===== src/rtl/capture_ctrl.sv =====
// capture_ctrl: decimated, trigger-gated sample capture feeding the SDRAM write path
// Ports:
//   core_clk, core_rst_n       clock, asynchronous active-low reset
//   sample_en                  rise arms a capture, low aborts / returns to idle
//   sample_div                 sample tick every sample_div+1 cycles
//   sample_depth               post-trigger sample count (0 treated as 1)
//   trig_value, trig_mask      masked level trigger
//   trig_edge                  edge-qualify mask (only with CAPTURE_EDGE_TRIG_EN)
//   in_data, wfifo_full        probe bus, downstream FIFO full
//   capture_valid/_data        one-cycle sample strobe and held sample
//   capture_done               capture finished or aborted, stretched
//   sample_last_cnt            sample_depth-1 latched at arm
//   triggered, overflow        trigger seen, sticky emit-while-full
// Optional feature macro: CAPTURE_EDGE_TRIG_EN
module capture_ctrl #(
    parameter int DW           = 16,
    parameter int CW           = 32,
    parameter int DIVW         = 24,
    parameter int DONE_STRETCH = 8
) (
    input  logic            core_clk,
    input  logic            core_rst_n,
    input  logic            sample_en,
    input  logic [DIVW-1:0] sample_div,
    input  logic [CW-1:0]   sample_depth,
    input  logic [DW-1:0]   trig_value,
    input  logic [DW-1:0]   trig_mask,
`ifdef CAPTURE_EDGE_TRIG_EN
    input  logic [DW-1:0]   trig_edge,
`endif
    input  logic [DW-1:0]   in_data,
    input  logic            wfifo_full,
    output logic            capture_valid,
    output logic [DW-1:0]   capture_data,
    output logic            capture_done,
    output logic [CW-1:0]   sample_last_cnt,
    output logic            triggered,
    output logic            overflow
);
    localparam int SW = $clog2(DONE_STRETCH + 1);

    typedef enum logic [1:0] {IDLE, ARM, CAPTURE, DONE} state_t;

    state_t          state, state_nxt;
    logic            en_q, rise, arm, running, tick, hit, last, emit, stretch_ok, edge_hit;
    logic [DIVW-1:0] div_cnt;
    logic [CW-1:0]   count;
    logic [SW-1:0]   stretch;

`ifdef CAPTURE_EDGE_TRIG_EN
    logic [DW-1:0] prev;
    logic          prev_ok;

    // prev_ok keeps the first tick after arm from comparing against the cleared register
    assign edge_hit = (trig_edge == '0) || (prev_ok && ((in_data ^ prev) & trig_edge) == trig_edge);

    always_ff @(posedge core_clk or negedge core_rst_n) begin
        if (!core_rst_n) begin
            prev    <= '0;
            prev_ok <= 1'b0;
        end else if (arm) begin
            prev    <= '0;
            prev_ok <= 1'b0;
        end else if (state == ARM && tick) begin
            prev    <= in_data;
            prev_ok <= 1'b1;
        end
    end
`else
    assign edge_hit = 1'b1;
`endif

    assign rise         = sample_en && !en_q;
    assign arm          = state == IDLE && rise;
    assign running      = state == ARM || state == CAPTURE;
    assign tick         = running && div_cnt == sample_div;
    assign hit          = ((in_data ^ trig_value) & trig_mask) == '0 && edge_hit;
    assign last         = state == ARM ? sample_last_cnt == '0 : count == sample_last_cnt;
    // an abort suppresses the tick's sample unless that tick completes the capture
    assign emit         = tick && (state == CAPTURE || hit) && (sample_en || last);
    // stretch counts DONE cycles already spent, so exit lands on the DONE_STRETCH-th cycle
    assign stretch_ok   = stretch >= SW'(DONE_STRETCH - 1);
    assign capture_done = state == DONE;

    always_comb begin
        state_nxt = state;
        case (state)
            IDLE:         state_nxt = rise ? ARM : IDLE;
            ARM, CAPTURE: state_nxt = (!sample_en || (emit && last)) ? DONE : (emit ? CAPTURE : state);
            DONE:         state_nxt = (!sample_en && stretch_ok) ? IDLE : DONE;
            default:      state_nxt = IDLE;
        endcase
    end

    always_ff @(posedge core_clk or negedge core_rst_n) begin
        if (!core_rst_n) state <= IDLE;
        else             state <= state_nxt;
    end

    always_ff @(posedge core_clk or negedge core_rst_n) begin
        if (!core_rst_n) begin
            en_q            <= 1'b0;
            div_cnt         <= '0;
            count           <= '0;
            stretch         <= '0;
            capture_valid   <= 1'b0;
            capture_data    <= '0;
            sample_last_cnt <= '0;
            triggered       <= 1'b0;
            overflow        <= 1'b0;
        end else begin
            en_q          <= sample_en;
            capture_valid <= emit;
            stretch       <= state != DONE ? '0 : stretch + SW'(!stretch_ok);
            if (emit) capture_data <= in_data;
            if (capture_valid && wfifo_full) overflow <= 1'b1;
            if (running) div_cnt <= tick ? '0 : div_cnt + 1'b1;
            if (emit) count <= state == ARM ? CW'(1) : count + 1'b1;
            if (emit && state == ARM) triggered <= 1'b1;
            if (arm) begin
                div_cnt         <= '0;
                count           <= '0;
                triggered       <= 1'b0;
                overflow        <= 1'b0;
                sample_last_cnt <= sample_depth == '0 ? '0 : sample_depth - 1'b1;
            end
        end
    end
endmodule


===== config.mk =====
export PLATFORM = sky130hd
export DESIGN_NAME = capture_ctrl
export DESIGN_NICKNAME = d
export VERILOG_FILES = /design/src/rtl/capture_ctrl.sv
export SDC_FILE = /design/constraint.sdc
export NUM_CORES = 1
export LEC_CHECK = 0
export BUFFER_PORTS_ARGS = -buffer_cell sky130_fd_sc_hd__buf_2
export CAP_MARGIN = 30
export CORE_MARGIN = 5
export CORE_UTILIZATION = 55
export CTS_CLUSTER_DIAMETER = 150
export DETAILED_ROUTE_END_ITERATION = 10
export HOLD_SLACK_MARGIN = 0.1
export PLACE_DENSITY = 0.86
export SETUP_SLACK_MARGIN = 0.5
export SKIP_LAST_GASP = 1
export SLEW_MARGIN = 25
export SYNTH_ARGS = -nofsm -noshare
export SYNTH_HDL_FRONTEND = slang
export SYNTH_SLANG_ARGS = --single-unit

===== constraint.sdc =====
create_clock -name core_clk -period 3.55 [get_ports core_clk]
set_clock_uncertainty 0.15 [all_clocks]
set_input_delay 0.71 -clock core_clk [delete_from_list [all_inputs] [get_ports core_clk]]
set_output_delay 0.71 -clock core_clk [all_outputs]
set_load 0.01 [all_outputs]

==> flow_metrics.py, run 1 <==
metrics = {
    "synthesis": {
        "ys_warn_count": 0,
        "ys_ff_latch": 114,
        "ys_types": 50,
        "synth.most_common_cell": "dfrtp_1",
        "synth_top_area_cell": "dfrtp_1",
        "synth_nets": 885,
        "synth_top_area_share_pct": 41.00,
        "synth_commonest_cells": "dfrtp_1 (114), xor2_1 (83), nand2_1 (72)",
        "netlist_area_um2": 6958,
        "netlist_top_cells_area": "dfrtp_1 (41%), xor2_1 (10%), xnor2_1 (4.2%)",
        "avgSynthCellArea_um2": 9.083,
        "syn_inst": 766,
        "synth_edf_count": 0,
        "ys.flop_type": "dfrtp_1",
        "yosysSeqAreaShare_pct": 41.00,
        "async_flop_share_pct": 100.0,
    },
    "power_and_ir_drop": {
        "power_frac_seq_pct": 37.5,
        "swShare_pct": 35.63,
        "power_density_nw_per_um2": 568.5,
        "leakagePower_nw": 3.968,
        "p_switching_mw": 1.734,
        "total_power_mw": 4.868,
        "internal_power_mw": 3.133,
        "p_comb_share_pct": 28.9,
        "clkPwrFrac_pct": 33.6,
        "ir_drop_v": 0.0003829,
    },
    "final_layout": {
        "finalInstanceArea_um2": 8562,
        "finalNonFillerCells": 1110,
        "syn_to_final_growth_pct": 23.05,
        "finalNetCount": 1045,
        "fillers": 1032,
        "finalCoreUtilization_pct": 68.40,
        "drive_above_1_share_pct": 24.09,
        "antenna_cells": 0,
    },
    "clocking": {
        "holdBufCountCts": 0,
        "clk_pin_slew_worst_paths_ns": 0.05,
        "cts_buffers": 17,
        "root_buffer": "clkbuf_16",
        "cts_buffer_depth": 2,
        "htree_num_levels": 4,
        "insertion_delay_ns": 0.41,
        "clock-sinks": 114,
        "cts_setup_buffers": 0,
        "cts_tree": "yes",
        "post_cts_resized": 0,
    },
    "timing": {
        "fin_crit_sh_pct": 81.80,
        "setup_viol": 0,
        "hold_violations": 0,
        "hold_ws_ns": 0.2032,
        "relSlewSlack_pct": 35.96,
        "final-max-slew-violation-count": 0,
        "rsz0062_at_grt": "no",
        "tightestPinTransition_ns": 0.9533,
        "setup_slack_ns": 0.6461,
        "setup_tns_ns": 0,
        "period_needed_ns": 2.904,
        "fmax_mhz": 344.4,
    },
    "placed_design": {
        "place_ws_ns": 0.4231,
        "place_inst": 1079,
        "port-buffer-count": 159,
        "gp_congestion": 0.9279,
        "placed_cell_area_um2": 7984,
        "hpwl_um": 13850,
    },
    "grt": {
        "first_global_vias": 6242,
        "antenna_found_initial": 0,
        "grt_pass1_wl_um": 29930,
        "grt.overflow.total": 0,
        "grt_max_degree": 59,
        "grt_usage_pct": 25.42,
    },
    "critical_path": {
        "crit_slowest_cell": "or4b_1",
        "critPathTopFamily": "simple AND/OR/NAND/NOR gates",
        "crit_buf_inv": 2,
        "required_ns": 3.73,
        "endpoint_kind": "flip-flop",
        "crit_chain": "inv_1 > ha_2 > nor4b_1 > nand4_1 > nor3_2 > or2_1 > o211ai_1 > buf_12 > or4b_1 > a21oi_1",
        "start_kind": "flip-flop",
        "slowest_delay_ns": 0.51,
        "path_max_fanout": 50,
        "critPathArrivalTime_ns": 3.09,
        "crit_type": "flip-flop to flip-flop",
    },
    "drt": {
        "wl_um": 18430,
        "num_vias": 6443,
        "ant_nets": 0,
        "first_pass_iters": 5,
        "viasPerCell": 5.805,
        "post_drt_wl_per_cell_um": 16.60,
        "drtIter0Drc": 541,
        "route.detailed.drc": 0,
    },
    "floorplan": {
        "core_um2": 12520,
        "rows": 41,
        "die_w_um": 122.5,
        "die_h_um": 122.5,
        "initial_core_util_pct": 55.59,
        "dieArea_um2": 15000,
        "io_pins": 160,
    },
    "hold_path": {
        "min_path_type": "primary input to async pin",
    },
    "flow_run": {
        "max-cap-violations": 0,
    },
    "outcome": {
        "status": "complete, no violations",
    },
}
## metal layers
metal  up-vias  routed length, µm  GRT usage, %
met5         -                  0             0
li1       3079                  -             -
met4         0                331         9.237
met1      3023               7708         32.48
met3        31               1703         5.945
met2       310               8684         42.29
## worst register-to-register path, stage by stage, from the launching register on
cell and delay [ns]:
dfrtp_1 0.40, inv_1 0.12, ha_2 0.25, nor4b_1 0.25
nand4_1 0.14, nor3_2 0.30, or2_1 0.18, o211ai_1 0.15
buf_12 0.22, or4b_1 0.52, a21oi_1 0.15
## power groups by stage
stage                     Combinational, mW  Clock [mW]  Sequential (mW)
after floorplan                       0.785           0             1.82
after global placement                 1.36           0             1.83
after detailed placement               1.39           0             1.83
after CTS                              1.41        1.66             1.82
after global routing                   1.57        1.73             1.86
final                                  1.41        1.63             1.83
## worst paths after layout
kind                                        startpoint                              end  slack, ns  depth (start not counted)
hold / removal                              core_rst_n  sample_last_cnt[23]$_DFFE_PN0P_       0.20                          1
setup reg to reg                  state[1]$_DFFE_PN0P_             count[2]$_DFFE_PN0P_       0.65                         10
setup / recovery                  state[1]$_DFFE_PN0P_             count[2]$_DFFE_PN0P_       0.65                         10
hold reg to reg            capture_data[6]$_DFFE_PN0P_      capture_data[6]$_DFFE_PN0P_       0.34                          1
max in group asynchronous                   core_rst_n     capture_data[13]$_DFFE_PN0P_       2.29                          2
min in group core_clk      capture_data[6]$_DFFE_PN0P_      capture_data[6]$_DFFE_PN0P_       0.34                          1
## cell type report
cell class                      instances  area (µm²)  share of cell area [%]
Tap cell                              172       215.2                   2.514
Multi-Input combinational cell        609        3954                   46.18
Clock buffer                           21       460.4                   5.378
Inverter                               11       41.29                  0.4822
Sequential cell                       114        2853                   33.32
Clock inverter                         10       110.1                   1.286
Timing Repair Buffer                  173       928.4                   10.84
## cells by family after synthesis
group	share of synthesized area (%)
flops	41.00
mux	4.460
compound gates	13.52
buf+inv	2.374
simple gates	22.06
fa+ha+maj	1.978
xor+xnor	14.60
## flip-flops by register name, summed over array words and instances, names as in the netlist
register and count:
stretch 4, count 32, sample_last_cnt 32, state 2, capture_valid 1, capture_data 16, en_q 1, overflow 1
div_cnt 24, triggered 1
## cells in the final DEF, fill, tap and decap left out, drive strengths merged, types with 9 or more instances in the layout
master  count
mux2i      13
xnor2      33
nand3      28
ha         11
a31oi      10
or4b        9
inv        11
nand4      16
nor4       30
clkbuf     21
nand2      72
a21oi      38
buf       173
o21bai     14
nor3       21
o21ai      73
dfrtp     114
and2       13
nor2       60
and3       14
mux2       16
xor2       83
Note: power is estimated with default switching activity, not from simulation.
==> run 2: changes to the inputs <==
==> constraint.sdc (replaced) <==
create_clock -name core_clk -period 2.7 [get_ports core_clk]
set_clock_uncertainty 0.15 [all_clocks]
set_input_delay 0.54 -clock core_clk [delete_from_list [all_inputs] [get_ports core_clk]]
set_output_delay 0.54 -clock core_clk [all_outputs]
set_load 0.01 [all_outputs]
==> run 2 against run 1 <==
- the run now ends with setup timing left
- wire length grew 28%
- sequential power grew 32%
- clock power up 40%
- die area stayed put
- combinational power rose by 87%
- sequential share of layout area fell by 5.0 points
- via count is 14% higher
- largest cell class unchanged
==> flow_metrics.py, run 2 (synthesis results as in run 1) <==
metrics = {
    "outcome": {
        "status": "complete, but fails checks",
        "violations": "setup timing",
    },
    "power_and_ir_drop": {
        "ir_drop_v": 0.0004923,
        "leakagePower_nw": 4.741,
        "power_density_nw_per_um2": 728.8,
    },
    "floorplan": {
        "rows": 41,
        "die_w_um": 122.5,
        "core_um2": 12520,
        "die_h_um": 122.5,
        "io_pins": 160,
        "dieArea_um2": 15000,
        "initial_core_util_pct": 55.59,
    },
    "drt": {
        "route.detailed.drc": 0,
        "post_drt_wl_per_cell_um": 19.57,
        "num_vias": 7326,
        "first_pass_iters": 6,
        "ant_nets": 0,
        "wl_um": 23500,
        "viasPerCell": 6.100,
        "drtIter0Drc": 871,
    },
    "grt": {
        "antenna_found_initial": 0,
        "grt.overflow.total": 0,
        "first_global_vias": 6700,
        "grt_usage_pct": 27.64,
        "grt_max_degree": 45,
        "grt_pass1_wl_um": 32670,
    },
    "final_layout": {
        "layout_common_cells": "buf_2 (156), dfrtp_1 (113), xor2_1 (83), buf_4 (74), nand2_1 (68)",
        "finalInstanceArea_um2": 10070,
        "finalCoreUtilization_pct": 80.44,
        "finalNetCount": 1135,
        "fillers": 755,
        "finalNonFillerCells": 1201,
        "final_common_cell": "buf_2",
        "antenna_cells": 0,
        "syn_to_final_growth_pct": 44.70,
        "reg_top3": "count x32, sample_last_cnt x32, div_cnt x24",
        "drive_above_1_share_pct": 37.80,
    },
    "clocking": {
        "root_buffer": "clkbuf_16",
        "cts_buffer_depth": 2,
        "insertion_delay_ns": 0.42,
        "cts_buffers": 17,
        "cts_tree": "yes",
        "clk_pin_slew_worst_paths_ns": 0.05,
        "clock-sinks": 114,
        "htree_num_levels": 4,
    },
    "timing": {
        "fmax_mhz": 354.4,
        "fin_crit_sh_pct": 104.5,
        "final-max-slew-violation-count": 0,
        "setup_viol": 25,
        "rsz0062_at_grt": "yes",
        "tightestPinTransition_ns": 0.6532,
        "relSlewSlack_pct": 56.12,
        "period_needed_ns": 2.822,
        "hold_violations": 0,
        "hold_ws_ns": 0.1832,
        "setup_slack_ns": -0.1219,
    },
    "placed_design": {
        "place_inst": 1127,
        "place_ws_ns": -0.1356,
        "port-buffer-count": 159,
        "gp_congestion": 0.9277,
        "placed_cell_area_um2": 8597,
        "hpwl_um": 14300,
    },
    "critical_path": {
        "crit_type": "flip-flop to flip-flop",
        "critPathLaunch": "sample_last_cnt[21]$_DFFE_PN0P_",
        "path_max_fanout": 5,
        "r2r-start": "sample_last_cnt[21]$_DFFE_PN0P_",
        "critPathArrivalTime_ns": 3.02,
        "r2r_cells": 10,
        "start_kind": "flip-flop",
        "required_ns": 2.89,
        "endpoint_kind": "flip-flop",
    },
    "flow_run": {
        "max-cap-violations": 0,
    },
    "hold_path": {
        "hold-path-cell-count": 1,
        "min_path_type": "primary input to flip-flop",
        "min_from": "sample_en",
    },
}
[run 2: cell types whose count changed in the layout (fill, tap and decap cells not counted), moves of 6 or more]
cell     change
a21oi_1     -18
a21oi_2     +12
a21oi_4      +6
buf_4       +61
buf_6       +18
mux2_2      -16
mux2_4      +16
nor2_1       -8
nor3_1       -7
nor4_1       -9
o21ai_0     -25
o21ai_1     +23
[run 2: final cells by class]
class                           instances  area, µm²  share of cell area, %
Tap cell                              172      215.2                  2.137
Sequential cell                       114       2854                  28.35
Clock buffer                           22      464.2                  4.610
Clock inverter                         10      132.6                  1.317
Multi-Input combinational cell        609       4529                  44.99
Inverter                               11      43.79                 0.4349
Timing Repair Buffer                  263       1829                  18.17
[run 2: path summary, 6_finish.rpt]
check | end | slack, ns
worst max-delay path | count[5]$_DFFE_PN0P_ | -0.12
worst min-delay path | en_q$_DFF_PN0_ | 0.18
worst max register to register | count[5]$_DFFE_PN0P_ | -0.12
worst min register to register | triggered$_DFFE_PN0P_ | 0.34
max in group asynchronous | div_cnt[14]$_DFFE_PN0P_ | 1.19
min in group asynchronous | count[28]$_DFFE_PN0P_ | 0.51
[run 2: what timing repair did]
action / 4_1_cts / 5_1_grt
setup endpoints to repair: 76 / 91
endpoints found under the hold margin: 40 / 0
gates resized for setup: 39 / 71
buffers inserted: 14 / 20
cloned: 2 / 5
hold buffers: 1 / 0
pin swaps: 19 / 36
[run 2: power by group]
group          leakage, nW  internal [mW]  switching (mW)
Clock                0.286           1.49           0.800
Combinational         2.92           1.15            1.49
Sequential            1.53           1.99           0.420
[run 2: metrics by stage]
stage	TNS (ns)	total power [mW]
6_report	-1.763	7.338
5_1_grt	-6.580	7.637
4_1_cts	-0.007879	6.914
3_5_place_dp	-1.390	4.513
3_3_place_gp	-0.5886	4.466
2_1_floorplan	0	3.503
[run 2: per-layer routing]
metal | GRT usage (%) | routed length, µm | up-vias | part of all wire [%]
li1 | - | - | 3248 | -
met1 | 34.74 | 9059 | 3482 | 39
met2 | 46.89 | 11310 | 500 | 48
met3 | 6.313 | 2181 | 96 | 9.3
met4 | 9.797 | 949 | 0 | 4.0
met5 | 0 | 0 | - | 0
[run 2: critical path, cell delays in order (launching register included)]
cell,delay (ns)
dfrtp_1,0.39
buf_4,0.16
xor2_1,0.18
nor4_1,0.25
nand4_1,0.23
nor4_4,0.23
o211ai_1,0.20
buf_4,0.19
clkbuf_16,0.15
or4b_4,0.48
a21oi_2,0.15
